### config.mk
export PLATFORM = sky130hd
export DESIGN_NAME = mul_div_unit
export DESIGN_NICKNAME = d
export VERILOG_FILES = /design/src/rtl/mul_div_unit.sv
export SDC_FILE = /design/constraint.sdc
export NUM_CORES = 1
export LEC_CHECK = 0
export CAP_MARGIN = 30
export CORE_MARGIN = 1.5
export CORE_UTILIZATION = 50
export CTS_CLUSTER_DIAMETER = 100
export CTS_CLUSTER_SIZE = 30
export DETAILED_ROUTE_END_ITERATION = 10
export PLACE_DENSITY_LB_ADDON = 0.15
export SLEW_MARGIN = 20
export SYNTH_ARGS = -nofsm -noshare
export SYNTH_HDL_FRONTEND = slang
export SYNTH_SLANG_ARGS = --single-unit
### constraint.sdc
create_clock -name i_clk -period 9.2 [get_ports i_clk]
set_clock_uncertainty 0.05 [all_clocks]
set_input_delay 1.38 -clock i_clk [delete_from_list [all_inputs] [get_ports i_clk]]
set_output_delay 1.38 -clock i_clk [all_outputs]
set_load 0.01 [all_outputs]
### src/rtl/mul_div_unit.sv
// Iterative multiply/divide unit owning the HI/LO registers.
// One radix-2 step per cycle; signs are applied in a final fix-up cycle.
module mul_div_unit #(
  parameter int unsigned DATA_W = 32
) (
  input  logic              i_clk,
  input  logic              i_rst,
  input  logic              i_con_Start,
  input  logic [2:0]        i_con_MduCtrl,
  input  logic [DATA_W-1:0] i_data_A,
  input  logic [DATA_W-1:0] i_data_B,
  output logic [DATA_W-1:0] o_data_Hi,
  output logic [DATA_W-1:0] o_data_Lo,
  output logic              o_con_Busy,
  output logic              o_con_Done
);

  localparam int unsigned CNT_W = (DATA_W > 1) ? $clog2(DATA_W) : 1;
  localparam int unsigned PW    = 2 * DATA_W;

  localparam logic [2:0] OP_MULT  = 3'd0;
  localparam logic [2:0] OP_MULTU = 3'd1;
  localparam logic [2:0] OP_DIV   = 3'd2;
  localparam logic [2:0] OP_DIVU  = 3'd3;
  localparam logic [2:0] OP_MTHI  = 3'd4;
  localparam logic [2:0] OP_MTLO  = 3'd5;

  typedef enum logic [1:0] {IDLE, CALC, FIX} state_t;

  state_t              state_q, state_d;
  logic [CNT_W-1:0]    cnt_q, cnt_d;
  logic [PW-1:0]       acc_q, acc_d;
  logic [DATA_W-1:0]   mag_a_q, mag_a_d, mag_b_q, mag_b_d;
  logic                sign_a_q, sign_a_d, sign_b_q, sign_b_d;
  logic                is_div_q, is_div_d, is_signed_q, is_signed_d;
  logic [DATA_W-1:0]   hi_q, hi_d, lo_q, lo_d;
  logic                busy_q, busy_d, done_q, done_d;

  logic [DATA_W:0]     mul_sum, div_sh, div_diff;
  logic [PW-1:0]       prod_fix;
  logic [DATA_W-1:0]   quo_fix, rem_fix, a_orig;
  logic                op_signed;

  // Next-state, datapath step and result write-back
  always_comb begin
    state_d     = state_q;
    cnt_d       = cnt_q;
    acc_d       = acc_q;
    mag_a_d     = mag_a_q;
    mag_b_d     = mag_b_q;
    sign_a_d    = sign_a_q;
    sign_b_d    = sign_b_q;
    is_div_d    = is_div_q;
    is_signed_d = is_signed_q;
    hi_d        = hi_q;
    lo_d        = lo_q;
    busy_d      = busy_q;
    done_d      = 1'b0;

    op_signed = ~i_con_MduCtrl[0];
    mul_sum   = {1'b0, acc_q[PW-1:DATA_W]} + (acc_q[0] ? {1'b0, mag_a_q} : (DATA_W+1)'(0));
    div_sh    = {acc_q[PW-1:DATA_W], acc_q[DATA_W-1]};
    div_diff  = div_sh - {1'b0, mag_b_q};
    prod_fix  = (is_signed_q && (sign_a_q ^ sign_b_q)) ? PW'(0) - acc_q : acc_q;
    quo_fix   = (is_signed_q && (sign_a_q ^ sign_b_q)) ? DATA_W'(0) - acc_q[DATA_W-1:0]
                                                       : acc_q[DATA_W-1:0];
    rem_fix   = (is_signed_q && sign_a_q) ? DATA_W'(0) - acc_q[PW-1:DATA_W]
                                          : acc_q[PW-1:DATA_W];
    a_orig    = sign_a_q ? DATA_W'(0) - mag_a_q : mag_a_q;

    case (state_q)
      IDLE: begin
        if (i_con_Start) begin
          case (i_con_MduCtrl)
            OP_MULT, OP_MULTU, OP_DIV, OP_DIVU: begin
              sign_a_d    = op_signed & i_data_A[DATA_W-1];
              sign_b_d    = op_signed & i_data_B[DATA_W-1];
              mag_a_d     = sign_a_d ? DATA_W'(0) - i_data_A : i_data_A;
              mag_b_d     = sign_b_d ? DATA_W'(0) - i_data_B : i_data_B;
              is_div_d    = i_con_MduCtrl[1];
              is_signed_d = op_signed;
              // Multiply seeds the multiplier, divide seeds the dividend, in the low half
              acc_d       = i_con_MduCtrl[1] ? {DATA_W'(0), mag_a_d} : {DATA_W'(0), mag_b_d};
              cnt_d       = '0;
              busy_d      = 1'b1;
              state_d     = CALC;
            end
            OP_MTHI: hi_d = i_data_A;
            OP_MTLO: lo_d = i_data_A;
            default: ;
          endcase
        end
      end
      CALC: begin
        if (is_div_q) begin
          if (!div_diff[DATA_W]) acc_d = {div_diff[DATA_W-1:0], acc_q[DATA_W-2:0], 1'b1};
          else                   acc_d = {div_sh[DATA_W-1:0], acc_q[DATA_W-2:0], 1'b0};
        end else begin
          acc_d = {mul_sum, acc_q[DATA_W-1:1]};
        end
        cnt_d = cnt_q + CNT_W'(1);
        if (cnt_q == CNT_W'(DATA_W - 1)) state_d = FIX;
      end
      FIX: begin
        if (!is_div_q) begin
          hi_d = prod_fix[PW-1:DATA_W];
          lo_d = prod_fix[DATA_W-1:0];
        end else if (mag_b_q == '0) begin
          hi_d = a_orig;
          lo_d = '1;
        end else begin
          hi_d = rem_fix;
          lo_d = quo_fix;
        end
        busy_d  = 1'b0;
        done_d  = 1'b1;
        state_d = IDLE;
      end
      default: state_d = IDLE;
    endcase
  end

  always_ff @(posedge i_clk or posedge i_rst) begin
    if (i_rst) begin
      state_q     <= IDLE;
      cnt_q       <= '0;
      acc_q       <= '0;
      mag_a_q     <= '0;
      mag_b_q     <= '0;
      sign_a_q    <= 1'b0;
      sign_b_q    <= 1'b0;
      is_div_q    <= 1'b0;
      is_signed_q <= 1'b0;
      hi_q        <= '0;
      lo_q        <= '0;
      busy_q      <= 1'b0;
      done_q      <= 1'b0;
    end else begin
      state_q     <= state_d;
      cnt_q       <= cnt_d;
      acc_q       <= acc_d;
      mag_a_q     <= mag_a_d;
      mag_b_q     <= mag_b_d;
      sign_a_q    <= sign_a_d;
      sign_b_q    <= sign_b_d;
      is_div_q    <= is_div_d;
      is_signed_q <= is_signed_d;
      hi_q        <= hi_d;
      lo_q        <= lo_d;
      busy_q      <= busy_d;
      done_q      <= done_d;
    end
  end

  assign o_data_Hi  = hi_q;
  assign o_data_Lo  = lo_q;
  assign o_con_Busy = busy_q;
  assign o_con_Done = done_q;

endmodule

* Word level (Yosys, flattened, before mapping)
Index checks and enable logic that the tools add are counted.
** Word-level totals
- Flip-flop bits (word level) :: 205
- Bits of input ports :: 70
- Output and inout port bits :: 66
** Cells by class
- Add/subtract/negate cells :: 9
- Eq/ne operators :: 13
- Mux-type cells :: 34
- Bitwise operators :: 4
- Reductions and logical operators :: 14
** Operators with widths (count)
- two-way mux 32 bit :: 15
- two-way mux 64 bit :: 5
- subtractor 1 x 32 -> 32 bit, first input constant :: 5
- one-hot mux 32 bit (2 select lines) :: 2
- one-hot mux 64 bit (2 select lines) :: 1
- subtractor 1 x 64 -> 64 bit, first input constant :: 1
- adder 32 x 32 -> 33 bit :: 1
- subtractor 33 x 32 -> 33 bit :: 1
- logical NOT 32 bit :: 1
- AND reduction 3 bit :: 6
- two-way mux 5 bit :: 2
- one-hot mux 5 bit (2 select lines) :: 1
- equality test 3 x 2 -> 1 bit, second input constant :: 2
- equality test 3 bit, second input constant :: 2
- two-way mux 2 bit :: 3
- != test 2 x 1 -> 1 bit, second input constant :: 3
- adder 5 x 1 -> 5 bit, second input constant :: 1
- equality test 5 bit, second input constant :: 1
- != test 2 bit, second input constant :: 2
- one-hot mux 2 bit (2 select lines) :: 1
- nonzero test 2 bit :: 2
- OR reduction 4 bit :: 1
- equality test 3 x 1 -> 1 bit, second input constant :: 1
- logical NOT 3 bit :: 1
- 9 further kinds :: 13

* Depth between registers and ports, before layout
Gate-level depths: netlist of run 1.
- Depth after elaboration :: 7
- Depth in mapped cells :: 15
- Gate-level depth less buffers :: 14

* Worst setup path after synthesis of run 1
No wires, ideal clock.
- Kind :: input-to-reg
- Start :: input i_data_A[6]
- End :: register acc_q[28]
- Setup time :: 0.125 ns
- Arrival :: 3.590 ns
- Required time :: 9.025 ns
- Setup slack :: 5.435 ns
- Stages :: 9
- Buffers on the path :: 1
- Cells stage by stage :: or4_1 > nor4_1 > and4b_1 > clkbuf_1 > a21oi_1 > xnor2_1 > nand2_1 > o2bb2ai_1 > mux2_2
** On the way
- Word-level cells in the longest chain between the ends :: 6
** RTL lines
- start: declaration :: line 10 : input logic [DATA_W-1:0] i_data_A,
- subtractor 1 x 32 -> 32 bit :: line 78 : mag_a_d = sign_a_d ? DATA_W'(0) - i_data_A : i_data_A;
- two-way mux 32 bit :: line 78
- two-way mux 32 bit :: line 83 : acc_d = i_con_MduCtrl[1] ? {DATA_W'(0), mag_a_d} : {DATA_W'(0), mag_b_d};
- two-way mux 64 bit :: line 74 : case (i_con_MduCtrl)
- two-way mux 64 bit :: line 73 : if (i_con_Start) begin
- one-hot mux 64 bit (2 select lines) :: line 71 : case (state_q)
- end signal: assignment :: line 127 : acc_q <= '0;
- end signal: assignment :: line 141 : acc_q <= acc_d;
- end: declaration :: line 32 : logic [PW-1:0] acc_q, acc_d;
Every way passes these cells. The select of a mux whose other input is x is not followed.
A chain may end at the register's enable or synchronous reset.

* Worst setup path in the final report of run 1
- Start :: register acc_q[32]
- End :: register acc_q[55]
** On the way
- Word-level cells in the longest chain between the ends :: 4
- Elaborated cells between the ends (all ways) :: 5
- Those cells by class :: 2 x add/sub; 3 x mux
** RTL lines
- subtractor 33 x 32 -> 33 bit :: line 63 : div_diff = div_sh - {1'b0, mag_b_q};
- two-way mux 64 bit :: line 96 : if (!div_diff[DATA_W]) acc_d = {div_diff[DATA_W-1:0], acc_q[DATA_W-2:0], 1'b1};
- two-way mux 64 bit * :: line 95 : if (is_div_q) begin
- one-hot mux 64 bit (2 select lines) * :: line 71
Mark *: on every way between the ends. The rest lies on a longest branch, timed or not.

==> impl_metrics.csv, run 1 <==
group,metric,value,unit
clocking,cts.sinks,205,
global_routing,grt_max_degree,132,
critical_path,crit_start,"acc_q[32]",
critical_path,r2r_cells,12,
clocking,cts_tree,"yes",
routing,routed_wl,66.5,mm
clocking,cts_hold_buf,0,
pwr,p_leak,8.16,nW
synth,synth_compound_area_share,25.0,%
synth,synthCells,2281,
cells_and_area,drive_gt1_share,3.79,%
synth,synth_cell_types,81,
synth,synth_top_family_by_area,"compound AO/OA/AOI/OAI gates",
critical_path,worstSetupStartpointType,"flop",
cells_and_area,syn_to_final_growth,11.5,%
synth,synthAdderAreaFrac,5.28,%
floorplanning,initial_core_util,50.8,%
critical_path,cp_cell_sequence,"inv_1 > fa_1 > nor2b_1 > o2111ai_1 > a31oi_1 > o31ai_1 > o21ai_0 > a311oi_4 > buf_4 > inv_2 > mux2i_1 > o221ai_1",
synth,synthXorXnorAreaFrac,10.6,%
min_path,whs_path_depth,2,
critical_path,timing.rr.start,"acc_q[32]",
floorplanning,dieArea,36300,um2
pwr,powerDensity,404,nW/um2
global_routing,grt_pass1_wl,100,mm
clocking,h-tree-depth,1,
timing,fin_crit_sh,47.8,%
clocking,numCtsBuffers,12,
timing,drv_slew,0,
pwr,peakVddDrop,0.205,mV
pwr,power,7.92,mW
pwr,intPower,3.81,mW
critical_path,arrival,4.69,ns
routing,viasPerCell,6.42,
status,status,"finished, final reports clean",
floorplanning,die_width,191,um
timing,hold_viol_final,0,
timing,finalCriticalPeriod,4.40,ns
placement,place_congestion,0.984,
clocking,cts_setup_buffers,0,
critical_path,crit_path_end_kind,"flop",
job,drv_cap,0,
global_routing,met1_usage,49.7,%
global_routing,globalRouteMet3Util,3.97,%
clocking,cts_resized,0,
floorplanning,num_rows,68,
timing,setup-violations-final,0,
synth,synth_simple_gate_area_share,21.7,%
global_routing,grt_pass1_vias,16600,
global_routing,overflow,0,
cells_and_area,fin_cells,2753,
global_routing,grt_use_total,36.2,%
pwr,swShare,51.9,%
timing,rsz0062_at_grt,"false",
global_routing,grt-busiest-layer,"met2",
routing,drt_pre_antenna_iters,6,
global_routing,use_met2,58.2,%
critical_path,slowest_delay,0.76,ns
min_path,min_path_type,"reg2reg",
cells_and_area,final_common_cell,"nand2_1",
synth,synth_edf_count,0,
timing,relSlewSlack,41.5,%
timing,tightest_slew,0.878,ns
synth,synth_area,17600,um2
placement,portBuffers,135,
cells_and_area,fin_nets,2435,
floorplanning,die_h,191,um
critical_path,r2r-end,"acc_q[55]",
clocking,root_buffer,"clkbuf_16",
critical_path,rrSetupSlack,4.80,ns
clocking,max-clock-path-buffers,3,
synth,synthFlopType,"dfrtp_1",
critical_path,slowest_stage,"dfrtp_1",
cells_and_area,diodes,0,
routing,drt_iter0_drc,1695,
synth,yosysWarnings,0,
synth,synth-seq-area-share,29.2,%
routing,drc,0,
pwr,p_sw,4.11,mW
cells_and_area,fillers,3286,
floorplanning,io_pins,136,
synth,ys_async_sr_fraction,100,%
pwr,seqPwrFrac,27.4,%
routing,route.antenna.remaining_nets,0,
placement,dpl.cell_count,2727,
synth,synth.area.mux_share,2.94,%
min_path,hold_start,"o_data_Hi[14]",
min_path,hold-path-endpoint,"o_data_Hi[14]",
routing,wl_per_cell,24.1,um
floorplanning,core,34600,um2
synth,synth.net_count,2424,
pwr,comb_power_share,64.5,%
critical_path,cp_max_fo,50,
timing,fin_setup_tns,0,ns
critical_path,required,9.49,ns
timing,max_freq,227,MHz
routing,vias,17700,
synth,syn_area_per_cell,7.71,um2
clocking,clkTransAtPathRegs,0.12,ns
placement,hpwl,51.3,mm
clocking,insertion_delay,0.51,ns
pwr,power_frac_clock,8.1,%
cells_and_area,final_cell_mix,"331 x nand2_1, 206 x o21ai_0, 204 x dfrtp_1",
critical_path,crit_type,"reg2reg",
global_routing,antenna_found_initial,1,
synth,ys_ff_latch,205,
[worst max-delay path: cells and delay by family (launching register included)]
kind,cells,cell delay [ns]
compound gates,6,1.56
buf+inv,3,0.85
flops,1,0.76
fa+ha+maj,1,0.49
mux,1,0.26
simple gates,1,0.22
[metal layers]
layer,vias to the layer above,part of all wire [%]
li1,8180,-
met1,8537,42
met2,804,46
met3,139,7.4
met4,2,4.3
met5,-,0.018
[power groups by stage]
stage | clock network [mW] | logic, mW | registers (mW)
2_1_floorplan | 0 | 3.80 | 1.75
3_3_place_gp | 0 | 4.93 | 2.16
3_5_place_dp | 0 | 5.00 | 2.16
4_1_cts | 0.642 | 5.03 | 2.15
5_1_grt | 0.671 | 5.65 | 2.20
6_report | 0.642 | 5.11 | 2.17
[final cells by class]
type | count | area [um2] | area share [%]
clock inverters | 7 | 78.8 | 0.402
inverters | 79 | 304 | 1.55
flip-flops and latches | 205 | 5130 | 26.2
clock buffers | 13 | 325 | 1.66
well taps | 455 | 569 | 2.90
repair buffers | 163 | 1630 | 8.28
multi-input cells | 1831 | 11600 | 59.1
[how the worst max path moves through the flow]
stage	cells after the start	to	slack, ns
floorplan	1	acc_q[0]	2.17
global placement	9	acc_q[29]	4.57
detailed placement	10	o_data_Hi[24]	4.44
CTS	11	acc_q[56]	4.72
global route	12	acc_q[55]	4.54
finish	12	acc_q[55]	4.80
[Yosys cell counts, types with 7 or more instances]
master	count	share of area (%)
a211oi_1	15	0.64
a21o_1	41	1.7
a21oi_1	161	4.6
a221o_1	14	0.80
a221oi_1	13	0.65
a22oi_1	13	0.55
a31oi_1	34	1.2
a32oi_1	25	1.2
a41oi_1	8	0.40
and2_1	44	1.6
and3_1	18	0.64
buf_1	11	0.23
buf_2	7	0.20
clkbuf_1	148	3.2
dfrtp_1	205	29
ha_1	71	5.0
inv_1	78	1.7
mux2i_1	45	2.6
nand2_1	331	7.1
nand2b_1	25	0.89
nand3_1	19	0.54
nand4_1	14	0.50
nor2_1	162	3.5
nor2b_1	22	0.78
nor3_1	57	1.6
nor3b_1	7	0.30
nor4_1	27	0.96
o211ai_1	15	0.64
o21a_1	10	0.43
o21ai_0	206	5.9
o21ai_1	10	0.28
o221ai_1	15	0.75
o22ai_1	10	0.36
o31ai_1	35	1.5
o41ai_1	11	0.55
or3_1	26	0.92
or4_1	21	0.90
xnor2_1	131	6.5
xor2_1	81	4.0
[cell families after synthesis]
| group | Yosys count |
|---|---|
| xor gates and xnor gates | 213 |
| buffers and inverters | 245 |
| DFF | 205 |
| AOI/OAI and AO/OA | 691 |
| and+or+nand+nor | 803 |
| muxes | 51 |
| adders and majority gates | 73 |
[sequential cells by signal, summed over array words and instances (netlist names), 2 cells and up]
register and flops:
acc_q 64, mag_a_q 32, mag_b_q 32, o_data_Hi 32, o_data_Lo 32, cnt_q 5, state_q 2
[through the flow]
| stage | util [%] | setup WS [ns] | hold WS [ns] | area, um2 |
|---|---|---|---|---|
| floorplan | - | 2.17 | 0.419 | 17600 |
| global placement | 55.1 | 4.57 | 0.425 | 19100 |
| detailed placement | 55.2 | 4.44 | 0.418 | 19100 |
| CTS | 56.3 | 4.72 | 0.456 | 19500 |
| global route | 56.7 | 4.54 | 0.475 | 19600 |
| finish | 56.7 | 4.80 | 0.462 | 19600 |
(Power assumes the default switching activity.)
==> run 2: changes to the inputs <==
Clock period 9.2 ns to 4.55 ns, I/O delays scaled along.
==> run 2 against run 1 <==
Wire length rose by 3.4%. Largest cell class unchanged. Highest routed layer unchanged. Hold slack got worse by 0.013 ns. Final area rose by 1.6%. Register-to-register slack got worse by 4.5 ns. Worst setup slack got worse by 4.5 ns. Combinational power rose by 110%. Via count rose by 1.8%. Sequential power rose by 88%. Clock power rose by 110%.
==> impl_metrics.csv, run 2 (synthesis results as in run 1) <==
group,metric,value,unit
cells_and_area,fillers,3246,
timing,tightest_slew,0.935,ns
pwr,comb_power_share,66.7,%
pwr,p_leak,8.38,nW
cells_and_area,utilization,57.6,%
pwr,power_frac_clock,8.3,%
floorplanning,io_pins,136,
timing,finalCriticalPeriod,4.22,ns
cells_and_area,final_cell_mix,"331 x nand2_1, 206 x o21ai_0, 204 x dfrtp_1",
cells_and_area,regMostFlops,"acc_q",
pwr,peakVddDrop,0.466,mV
cells_and_area,syn_to_final_growth,13.4,%
timing,drv_slew,0,
placement,portBuffers,135,
global_routing,overflow,0,
critical_path,required,4.90,ns
global_routing,grt_max_degree,71,
timing,hold_viol_final,0,
placement,placed_cell_area,19500,um2
min_path,min_path_type,"reg2reg",
critical_path,crit_type,"reg2reg",
floorplanning,num_rows,68,
timing,rsz0062_at_grt,"false",
routing,wl_per_cell,24.6,um
floorplanning,die_h,191,um
cells_and_area,fin_nets,2476,
pwr,intPower,7.84,mW
pwr,powerDensity,817,nW/um2
clocking,numCtsBuffers,13,
timing,setup-violations-final,0,
placement,dpl.cell_count,2772,
critical_path,crit_path_end_kind,"flop",
clocking,cts_tree,"yes",
status,status,"finished, final reports clean",
routing,drt_pre_antenna_iters,6,
routing,drt_iter0_drc,1831,
clocking,insertion_delay,0.51,ns
global_routing,grt_use_total,37.5,%
global_routing,antenna_found_initial,3,
routing,drc,0,
floorplanning,core,34600,um2
routing,route.antenna.remaining_nets,0,
clocking,root_buffer,"clkbuf_16",
critical_path,cp_max_fo,34,
cells_and_area,fin_cells,2794,
critical_path,worstSetupStartpointType,"flop",
placement,place_congestion,1.01,
clocking,cts_resized,0,
pwr,p_sw,8.45,mW
clocking,clkTransAtPathRegs,0.12,ns
timing,fin_crit_sh,92.7,%
routing,vias,18000,
floorplanning,die_width,191,um
cells_and_area,diodes,0,
pwr,seqPwrFrac,25.0,%
cells_and_area,final_common_cell,"nand2_1",
global_routing,grt_pass1_wl,103,mm
timing,hold_slack,0.449,ns
cells_and_area,drive_gt1_share,5.39,%
timing,fin_setup_tns,0,ns
clocking,cts_hold_buf,0,
floorplanning,dieArea,36300,um2
routing,routed_wl,68.7,mm
cells_and_area,largest_reg_flops,64,
critical_path,cp_cell_sequence,"inv_1 > ha_1 > fa_1 > nor2b_1 > o2111ai_1 > a31oi_1 > o31ai_1 > o21ai_0 > a311oi_4 > buf_4 > buf_4 > o21ai_0 > a221o_1",
timing,max_freq,237,MHz
critical_path,slowest_stage,"o31ai_1",
critical_path,slowest_delay,0.63,ns
global_routing,grt_pass1_vias,17000,
floorplanning,initial_core_util,50.8,%
clocking,h-tree-depth,1,
routing,viasPerCell,6.44,
critical_path,critPathBufInv,3,
clocking,cts.sinks,205,
timing,relSlewSlack,37.6,%
placement,hpwl,54.0,mm
critical_path,cpLargestDelayFamily,"compound AO/OA/AOI/OAI gates",
critical_path,arrival,4.57,ns
clocking,cts_setup_buffers,0,
clocking,max-clock-path-buffers,3,
job,drv_cap,0,
pwr,swShare,51.9,%
cells_and_area,fin_area,19900,um2
run 2: cell types whose count changed in the layout (fill, tap and decap cells not counted), sizes merged:
cell / delta
clkinv: +1
inv: -3
buf: +39
clkbuf: +1
clkinvlp: +2
dlymetal6s2s: +1
run 2: stage by stage:
step	setup WS (ns)	power (mW)
after floorplan	1.04	11.2
after global placement	0.503	14.6
after global routing	0.148	17.5
final	0.332	16.3
after detailed placement	0.381	14.8
after CTS	0.422	16.1
run 2: final timing paths:
kind                            endpoint     startpoint  cells past startpoint  slack, ns
max                            acc_q[36]      acc_q[31]                     13       0.33
min                        o_data_Hi[13]  o_data_Hi[13]                      2       0.45
max reg2reg                    acc_q[36]      acc_q[31]                     13       0.33
min reg2reg                o_data_Hi[13]  o_data_Hi[13]                      2       0.45
max in group asynchronous    mag_b_q[19]          i_rst                      3       2.95
min in group asynchronous  o_data_Hi[22]          i_rst                      2       0.62
run 2: layout make-up:
type,count,area [um2],area share (%)
multi-input cells,1831,11600,58.1
flip-flops and latches,205,5130,25.7
repair buffers,203,1920,9.61
well taps,455,569,2.85
clock buffers,14,329,1.65
inverters,79,300,1.51
clock inverters,7,111,0.558
run 2: power by group through the flow:
stage | Sequential [mW] | Clock (mW) | Combinational, mW
final | 4.07 | 1.35 | 10.9
after global routing | 4.17 | 1.42 | 11.9
after CTS | 4.03 | 1.36 | 10.8
after detailed placement | 4.06 | 0 | 10.7
after global placement | 4.03 | 0 | 10.6
after floorplan | 3.54 | 0 | 7.68
run 2: worst reg2reg max path, delay by kind of cell (launching register included):
kind	cells	cell delay, ns
AOI/OAI and AO/OA	7	2.20
adders and majority gates	2	0.41
buffers and inverters	3	0.89
and+or+nand+nor	1	0.07
DFF	1	0.50
run 2: layer usage:
layer	part of all wire, %	track usage, %
met1	43	51.4
met2	44	58.0
met3	7.9	6.79
met4	4.9	15.8
met5	0.058	0
==> run 3: changes to the inputs <==
Settings changed: CAP_MARGIN 30 to not set, CORE_ASPECT_RATIO set to 1.2, CORE_UTILIZATION 50 to 61.
==> run 3 against run 2 <==
Die area shrank 18%. Sequential power shrank 2%. Highest routed layer unchanged. Maximum frequency shrank 0.95%. Hold slack lost 0.0072 ns. Count of clock-buffer cells in the layout shrank 2. Via count grew 4.2%. Clock power shrank 15%. Sequential share of layout area grew 0.21 points.
==> impl_metrics.csv, run 3 (synthesis results as in run 1) <==
group,metric,value,unit
floorplanning,dieArea,29900,um2
timing,relSlewSlack,31.7,%
placement,dpl.cell_count,2702,
timing,tightest_slew,1.02,ns
pwr,p_leak,8.33,nW
critical_path,crit_path_end_kind,"flop",
floorplanning,io_pins,136,
placement,portBuffers,135,
clocking,cts_setup_buffers,0,
timing,setup-violations-final,0,
global_routing,overflow,0,
global_routing,grt_max_degree,103,
min_path,hold_start,"o_con_Busy",
cells_and_area,fillers,2290,
cells_and_area,fin_cells,2720,
cells_and_area,drive_gt1_share,5.43,%
global_routing,grt_use_total,45.8,%
cells_and_area,utilization,70.2,%
routing,vias,18700,
critical_path,timing.rr.start,"acc_q[33]",
routing,drc,0,
floorplanning,die_h,189,um
placement,hpwl,52.9,mm
cells_and_area,fin_nets,2480,
routing,drt_iter0_drc,2340,
clocking,cts_resized,0,
floorplanning,die_width,158,um
global_routing,grt_pass1_vias,18000,
clocking,clkTransAtPathRegs,0.12,ns
critical_path,required,4.89,ns
timing,fin_setup_tns,0,ns
clocking,cts_tree,"yes",
floorplanning,num_rows,67,
critical_path,worstSetupStartpointType,"flop",
timing,finalCriticalPeriod,4.26,ns
min_path,hold-path-endpoint,"o_con_Busy",
clocking,max-clock-path-buffers,3,
status,status,"finished, final reports clean",
cells_and_area,regMostFlops,"acc_q",
clocking,h-tree-depth,1,
critical_path,r2r-end,"acc_q[39]",
clocking,numCtsBuffers,11,
routing,wl_per_cell,25.6,um
routing,viasPerCell,6.89,
floorplanning,core,28200,um2
cells_and_area,syn_to_final_growth,12.4,%
timing,hold_viol_final,0,
critical_path,arrival,4.60,ns
clocking,insertion_delay,0.50,ns
clocking,cts.sinks,205,
placement,place_congestion,0.996,
routing,routed_wl,69.7,mm
routing,route.antenna.remaining_nets,0,
cells_and_area,largest_reg_flops,64,
min_path,min_path_type,"reg2reg",
critical_path,r2r_cells,10,
critical_path,cp_max_fo,27,
critical_path,rrSetupSlack,0.29,ns
pwr,powerDensity,836,nW/um2
global_routing,grt_pass1_wl,103,mm
timing,max_freq,235,MHz
cells_and_area,final_common_cell,"nand2_1",
global_routing,antenna_found_initial,4,
pwr,power,16.5,mW
clocking,root_buffer,"clkbuf_16",
cells_and_area,final_cell_mix,"331 x nand2_1, 206 x o21ai_0, 204 x dfrtp_1",
routing,drt_pre_antenna_iters,9,
timing,drv_slew,0,
min_path,whs_path_depth,2,
timing,fin_crit_sh,93.6,%
floorplanning,initial_core_util,62.5,%
critical_path,crit_type,"reg2reg",
job,drv_cap,0,
pwr,peakVddDrop,0.988,mV
## run 3: final cells by class
| cell class | instances | area, um2 | share of cell area [%] |
|---|---|---|---|
| diodes | 3 | 7.51 | 0.0380 |
| clock buffers | 12 | 279 | 1.41 |
| clock inverters | 2 | 46.3 | 0.234 |
| inverters | 79 | 300 | 1.52 |
| multi-input cells | 1832 | 11600 | 58.7 |
| flip-flops and latches | 205 | 5130 | 25.9 |
| well taps | 379 | 474 | 2.40 |
| repair buffers | 208 | 1940 | 9.79 |
## run 3: worst max-delay path by stage
| stage | end | depth (start not counted) | slack (ns) | from |
|---|---|---|---|---|
| CTS | acc_q[46] | 10 | 0.19 | acc_q[33] |
| floorplan | acc_q[56] | 13 | 1.04 | acc_q[0] |
| detailed placement | acc_q[46] | 10 | 0.18 | acc_q[33] |
| global placement | acc_q[36] | 10 | 0.45 | acc_q[33] |
| global route | acc_q[46] | 10 | -0.03 | acc_q[33] |
| finish | acc_q[39] | 10 | 0.29 | acc_q[33] |
## run 3: power breakdown
part / leakage [nW] / internal [mW] / switching (mW)
sequential: 2.44 / 2.73 / 1.25
clock: 0.155 / 0.465 / 0.680
combinational: 5.74 / 4.59 / 6.82
## run 3: per-stage QoR
step	worst slack [ns]	cell area, um2	hold WS (ns)
floorplan	1.04	17600	0.419
global placement	0.446	19400	0.413
detailed placement	0.183	19400	0.414
CTS	0.186	19800	0.442
global route	-0.0331	19800	0.454
finish	0.292	19800	0.442
## run 3: critical path, cell delays in order (launching register included)
cell       delay (ns)
dfrtp_1          0.50
ha_1             0.38
nor2b_1          0.17
o2111ai_1        0.26
a31oi_1          0.25
o31ai_1          0.47
o21ai_0          0.42
a311oi_4         0.76
buf_4            0.38
o21ai_0          0.15
a221o_1          0.34
## run 3: metal layers
layer / vias to the layer above / wire (um) / global-route usage [%]
met4: 2 / 6880 / 36.4
met2: 1318 / 31100 / 71.4
met1: 8742 / 24100 / 53.4
li1: 8263 / - / -
met5: - / 12 / 0
met3: 411 / 7630 / 11.5
## run 3: what timing repair did
action,CTS,global route
hold buffers,0,0
endpoints found under the setup margin,0,16
endpoints found under the hold margin,0,0
